`config.mk`:
```
export PLATFORM = sky130hd
export DESIGN_NAME = seg7_scan_display
export DESIGN_NICKNAME = d
export VERILOG_FILES = /design/src/rtl/seg7_scan_display.sv
export SDC_FILE = /design/constraint.sdc
export NUM_CORES = 1
export LEC_CHECK = 0
export CORE_MARGIN = 5
export CORE_UTILIZATION = 40
export DETAILED_ROUTE_END_ITERATION = 16
export GPL_TIMING_DRIVEN = 0
export HOLD_SLACK_MARGIN = 0.1
export SETUP_SLACK_MARGIN = 0.02
export SYNTH_ARGS = -nofsm -noshare
export SYNTH_HDL_FRONTEND = slang
export SYNTH_SLANG_ARGS = --single-unit
```
`constraint.sdc`:
```
create_clock -name clk_i -period 5.8 [get_ports clk_i]
set_input_delay 0.58 -clock clk_i [delete_from_list [all_inputs] [get_ports clk_i]]
set_output_delay 0.58 -clock clk_i [all_outputs]
set_load 0.03 [all_outputs]
```
`src/rtl/seg7_scan_display.sv`:
```
// seg7_scan_display: tear-free 8-digit hex scan of data_i onto active-low an_o/seg_o/dp_o, digit period DIV clk_i cycles, sync active-high rst_i
module seg7_scan_display #(
  parameter int DIV = 50000
) (
  input  logic        clk_i,
  input  logic        rst_i,
  input  logic [31:0] data_i,
  input  logic        en_i,
  input  logic        blank_lz_i,
  input  logic [7:0]  dp_i,
  output logic [7:0]  an_o,
  output logic [6:0]  seg_o,
  output logic        dp_o
);
  localparam int W = $clog2(DIV);
  logic [W-1:0] div_cnt;
  logic [2:0]   idx;
  logic [31:0]  snap;
  logic         load_pend;
  logic         tick;
  logic         blank;
  logic [3:0]   nib;
  logic [6:0]   enc;
  assign tick  = en_i && div_cnt == W'(DIV - 1);
  assign nib   = snap[{idx, 2'b00} +: 4];
  assign blank = blank_lz_i && idx != '0 && (snap >> {idx, 2'b00}) == '0;
  always_comb begin
    enc = 7'h7F;
    case (nib)
      4'h0: enc = 7'h40;
      4'h1: enc = 7'h79;
      4'h2: enc = 7'h24;
      4'h3: enc = 7'h30;
      4'h4: enc = 7'h19;
      4'h5: enc = 7'h12;
      4'h6: enc = 7'h02;
      4'h7: enc = 7'h78;
      4'h8: enc = 7'h00;
      4'h9: enc = 7'h10;
      4'hA: enc = 7'h08;
      4'hB: enc = 7'h03;
      4'hC: enc = 7'h46;
      4'hD: enc = 7'h21;
      4'hE: enc = 7'h06;
      4'hF: enc = 7'h0E;
    endcase
  end
  always_ff @(posedge clk_i) begin
    if (rst_i) begin
      div_cnt   <= '0;
      idx       <= '0;
      snap      <= '0;
      load_pend <= 1'b1;
      an_o      <= 8'hFF;
      seg_o     <= 7'h7F;
      dp_o      <= 1'b1;
    end else begin
      if (en_i) begin
        div_cnt   <= tick ? '0 : div_cnt + 1'b1;
        idx       <= idx + {2'b00, tick};
        if (load_pend || (tick && idx == 3'd7)) snap <= data_i;
        load_pend <= 1'b0;
      end
      an_o  <= en_i ? ~(8'b1 << idx) : 8'hFF;
      seg_o <= (en_i && !blank) ? enc : 7'h7F;
      dp_o  <= !(en_i && dp_i[idx]);
    end
  end
endmodule

```
* After elaboration in Yosys (flattened, before gate mapping)
Memory sizes are Yosys's and may differ from the RTL's. A register that Yosys moved wholly into a read port is not among the register bits. Cells that the tools add are included.
Operators by class: equality and inequality tests 2, magnitude comparators 1, bitwise gates (word level) 3, muxes and demuxes 3, shifts and indexed selects 3, add/subtract/negate cells 2, reduce and logical (&&, ||, !) cells 14
Operators by type and width (count):
- $logic_not 32->1 | 1
- $shiftx 32x6->4 | 1
- $shr 32x5->32 | 1
- $add 16x1->16 const B | 1
- $eq 16x16->1 const B | 1
- $mux 16 | 1
- $not 8->8 | 1
- $shl 1x3->8 const A | 1
- $logic_and 1x1->1 | 6
- $lt 3x4->1 const B | 1
- $reduce_or 2->1 | 2
- $add 3x1->3 | 1
- $bmux 1 s3 | 1
- $eq 3x3->1 const B | 1
- $reduce_bool 3->1 | 1
- $logic_not 1->1 | 2
- $not 1->1 | 2
- $reduce_and 2->1 | 1
- $logic_or 1x1->1 | 1
- $mux 1 | 1
Storage, ports and cells: memories kept 1, input bits 44, bits in registers 61, memory bits (read-only) 112, output and inout bits 16
Memories:
- (no name shown) | words 16, bits a word 7, read ports 1, clocked after memory_dff 1, wr ports 0, line 29 | case (nib)

* Longest topological paths before layout
depth in word-level cells 7, mapped depth 9, gate-level depth less buffers 9

* Least setup slack after synthesis
OpenSTA, ideal clock, no wires.
path kind reg-to-reg, start point register idx[1], end point register seg_o[0], required time 5.662 ns, buffers on the path 2, path slack 3.311 ns, data arrival time 2.351 ns, setup time 0.138 ns, clock period less this slack 2.489 ns, cell stages (with the launch flop) 10, cell sequence dfxtp_1 clkbuf_1 clkbuf_1 mux4_2 mux2i_1 inv_1 ha_1 or3_1 o21ai_0 o22ai_1
Between the ends: cells in the longest elaborated chain, start to end 7
RTL lines:
- from (decl) | line 17 | logic [2:0] idx;
- from (signal assigned) | line 60 | idx <= idx + {2'b00, tick};
- $shr 32x5->32 or $reduce_bool 3->1 (tied branches) | line 26 | assign blank = blank_lz_i && idx != '0 && (snap >> {idx, 2'b00}) == '0;
- $logic_not 32->1 or $logic_and 1x1->1 (tied branches) | line 26
- $logic_and 1x1->1 | line 26
- $logic_not 1->1 | line 65 | seg_o <= (en_i && !blank) ? enc : 7'h7F;
- $logic_and 1x1->1 | line 65
- $not 1->1 (no source line)
- $reduce_or 2->1 (no source line)
- to (decl) | line 12 | output logic [6:0] seg_o,
Parallel ways exist; a longest one is shown, timed or not. A chain may end at the register's enable or synchronous reset.

* Final worst setup path
Ends and elaborated chain as after synthesis.

==> results.json <==
{
  "seqPwrFrac_pct": 48.6,
  "multi_input_area_um2": 1770,
  "max_freq_ghz": 0.332,
  "critPathSlowestCell": "clkbuf_1",
  "dr_wl_met3_um": 459,
  "combPwrFrac_pct": 14.9,
  "gp_congestion": 0.831,
  "die_area_um2": 10100,
  "required_ns": 6.00,
  "cap_viol_max_count": 0,
  "startpoint_type": "flip-flop",
  "clkTransAtPathRegs_ns": 0.07,
  "vias": 2908,
  "ys_ff_latch": 68,
  "critPathKind": "flip-flop to flip-flop",
  "intPower_uw": 770,
  "cellPowerDensity_nw_per_um2": 247,
  "layout.cells.non_filler": 545,
  "timing.final.max_slew_violations": 0,
  "n_antenna_cell": 0,
  "worstPathArrival_ns": 3.21,
  "postSynthCellCount": 366,
  "dp_cells": 530,
  "clock_power_share_pct": 36.5,
  "worst_pin_slew_ns": 0.717,
  "max_stage_delay_ns": 0.43,
  "yosysWarningCount": 0,
  "final_cell_mix": "dfxtp_1, clkdlybuf4s50_1, nand3_1, a21oi_1, o21ai_0",
  "clkLatencyLatePin_ns": 0.34,
  "grt_pass1_wl_um": 13400,
  "vias_per_cell": 5.34,
  "rsz0062_at_grt": "false",
  "tritoncts": "done",
  "synthArstFlopShare_pct": 0,
  "status": "complete, no violations",
  "cts_setup_buffers": 0,
  "synth_nets": 418,
  "die_w_um": 100,
  "met2_length_um": 3430,
  "crit_top_cell": "clkbuf_1",
  "route.layer.met1.wl_um": 4000,
  "cts_resized": 0,
  "peakVddDrop_mv": 0.106,
  "postCtsHoldBufs": 0,
  "io_buffers": 59,
  "grt_max_degree": 11,
  "gr-total-overflow": 0,
  "cts_made_buffers": 9,
  "start_util_pct": 40.4,
  "syn_area_um2": 3270,
  "switching_power_uw": 261,
  "drive_above_1_share_pct": 7.05,
  "critical_path.top_delay_family": "buffers and inverters",
  "skew_ns": 0.00329,
  "path_cells": "clkbuf_1, clkbuf_1, mux4_2, mux2i_1, inv_1, ha_1, or3_1, o21ai_0, o22ai_1",
  "die_y_um": 100,
  "setup_violations": 0,
  "cts_sinks": 68,
  "p_sw_share_pct": 25.3,
  "first_iter_violations": 142,
  "syn_to_final_growth_pct": 27.7,
  "tns_ns": 0,
  "hpwl_um": 6180,
  "rows": 33,
  "grt_pass1_vias": 2768,
  "synth_edf_count": 0,
  "avgRoutedWirePerCell_um": 14.8,
  "cp_max_fo": 10,
  "gr-usage-all-layers_pct": 16.8,
  "p_leak_nw": 1.59,
  "fin_crit_sh_pct": 51.9,
  "core_um2": 8090,
  "regArea_um2": 1360,
  "nFillCells": 799,
  "worst-path-buf-inv": 3,
  "cts_root_buffer": "clkbuf_8",
  "clk_path_buf_depth": 2,
  "fin_nets": 488,
  "ant_nets": 0,
  "synth_ff_type": "dfxtp_1",
  "seq_area_frac_synth_pct": 41.6,
  "mostFrequentLayoutCell": "dfxtp_1",
  "hold_class": "flip-flop to flip-flop",
  "ioPinCount": 60,
  "drc": 0,
  "post-route-min-period_ns": 3.01,
  "slew_headroom_pct": 52.0,
  "antenna_found_initial": 0,
  "end_kind": "flip-flop",
  "synth_cell_types": 49,
  "highest_layer": "met4",
  "h-tree-depth": 3,
  "syn_area_per_cell_um2": 8.93,
  "hold_viol": 0,
  "first_pass_iters": 4,
  "routed_wl_um": 8060
}
## state kept, by name, summed over array words and instances (netlist names)
| name | flops |
|---|---|
| load_pend | 1 |
| idx | 3 |
| an_o | 8 |
| div_cnt | 16 |
| seg_o | 7 |
| dp_o | 1 |
| snap | 32 |
## area by class of cell
cell class	count	share of cell area [%]
multi-input cells	265	42.4
flip-flops and latches	68	32.6
repair buffers	59	14.1
clock buffers	13	3.57
well taps	105	3.15
plain buffers	26	2.64
clock inverters	2	0.839
inverters	7	0.629
## per-layer routing
metal	global-route usage [%]	up-vias
met5	0	-
met4	6.84	0
met3	4.24	13
met2	24.9	76
met1	23.5	1341
li1	-	1478
## metrics by stage
| step | util [%] | hold slack, ns | total power, mW | cell area, um^2 | worst slack, ns |
|---|---|---|---|---|---|
| detailed placement | 49.3 | 0.472 | 0.665 | 3990 | 2.83 |
| global placement | 49.3 | 0.466 | 0.664 | 3990 | 2.91 |
| finish | 51.6 | 0.486 | 1.03 | 4180 | 2.79 |
| global route | 51.6 | 0.512 | 1.08 | 4180 | 2.57 |
| CTS | 51.6 | 0.481 | 1.04 | 4180 | 2.82 |
| floorplan | - | 0.451 | 0.597 | 3270 | 3.31 |
## power groups by stage
stage / Sequential (mW) / Combinational, mW / Clock [mW]
final: 0.501 / 0.153 / 0.377
after global routing: 0.503 / 0.169 / 0.406
after CTS: 0.501 / 0.154 / 0.385
after detailed placement: 0.512 / 0.153 / 0
after global placement: 0.512 / 0.152 / 0
after floorplan: 0.520 / 0.0773 / 0
## cells in the mapped netlist (all sizes together), types with 2 or more instances
cell type,count,share of area (%)
dfxtp,68,42
a21o,3,0.69
o21ai,40,6.1
and4,3,0.80
mux4,10,7.2
buf,8,1.3
a31oi,2,0.57
xnor2,4,1.1
ha,8,3.1
o22ai,2,0.38
nor2,24,2.8
nand4,2,0.38
nor4,5,0.96
or3,4,0.77
nand2b,2,0.38
mux2i,9,2.8
nand2,17,2.0
nor2b,3,0.57
a21oi,42,6.5
a22oi,3,0.69
mux2,4,1.4
nand3,41,6.3
nor3,7,1.1
xor2,10,2.7
o211ai,2,0.46
inv,7,0.80
nor4bb,2,0.61
and3,4,0.77
clkbuf,18,2.1
## tightest hold or removal path, stage by stage, from the launching register on
cell and delay [ns]:
dfxtp_1 0.31, o21ai_0 0.07, a21oi_1 0.06
## logic make-up (layout without fill, tap and decap cells)
kind of cell               count (synthesis)  after routing  share of synthesized area (%)
and+or+nand+nor                          120            120                           18.7
DFF                                       68             68                           41.6
buffers and inverters                     33            107                           4.17
adders and majority gates                  8              8                           3.06
AOI/OAI and AO/OA                        100            100                           17.3
xor gates and xnor gates                  14             14                           3.75
muxes                                     23             23                           11.4
## final timing paths
check / from / end / slack, ns / depth (start not counted)
worst max-delay path: idx[1] / seg_o[0] / 2.79 / 9
worst min-delay path: snap[1] / snap[1] / 0.49 / 2
worst max register to register: idx[1] / seg_o[0] / 2.79 / 9
worst min register to register: snap[1] / snap[1] / 0.49 / 2
Power figures use the tool's default switching activity.
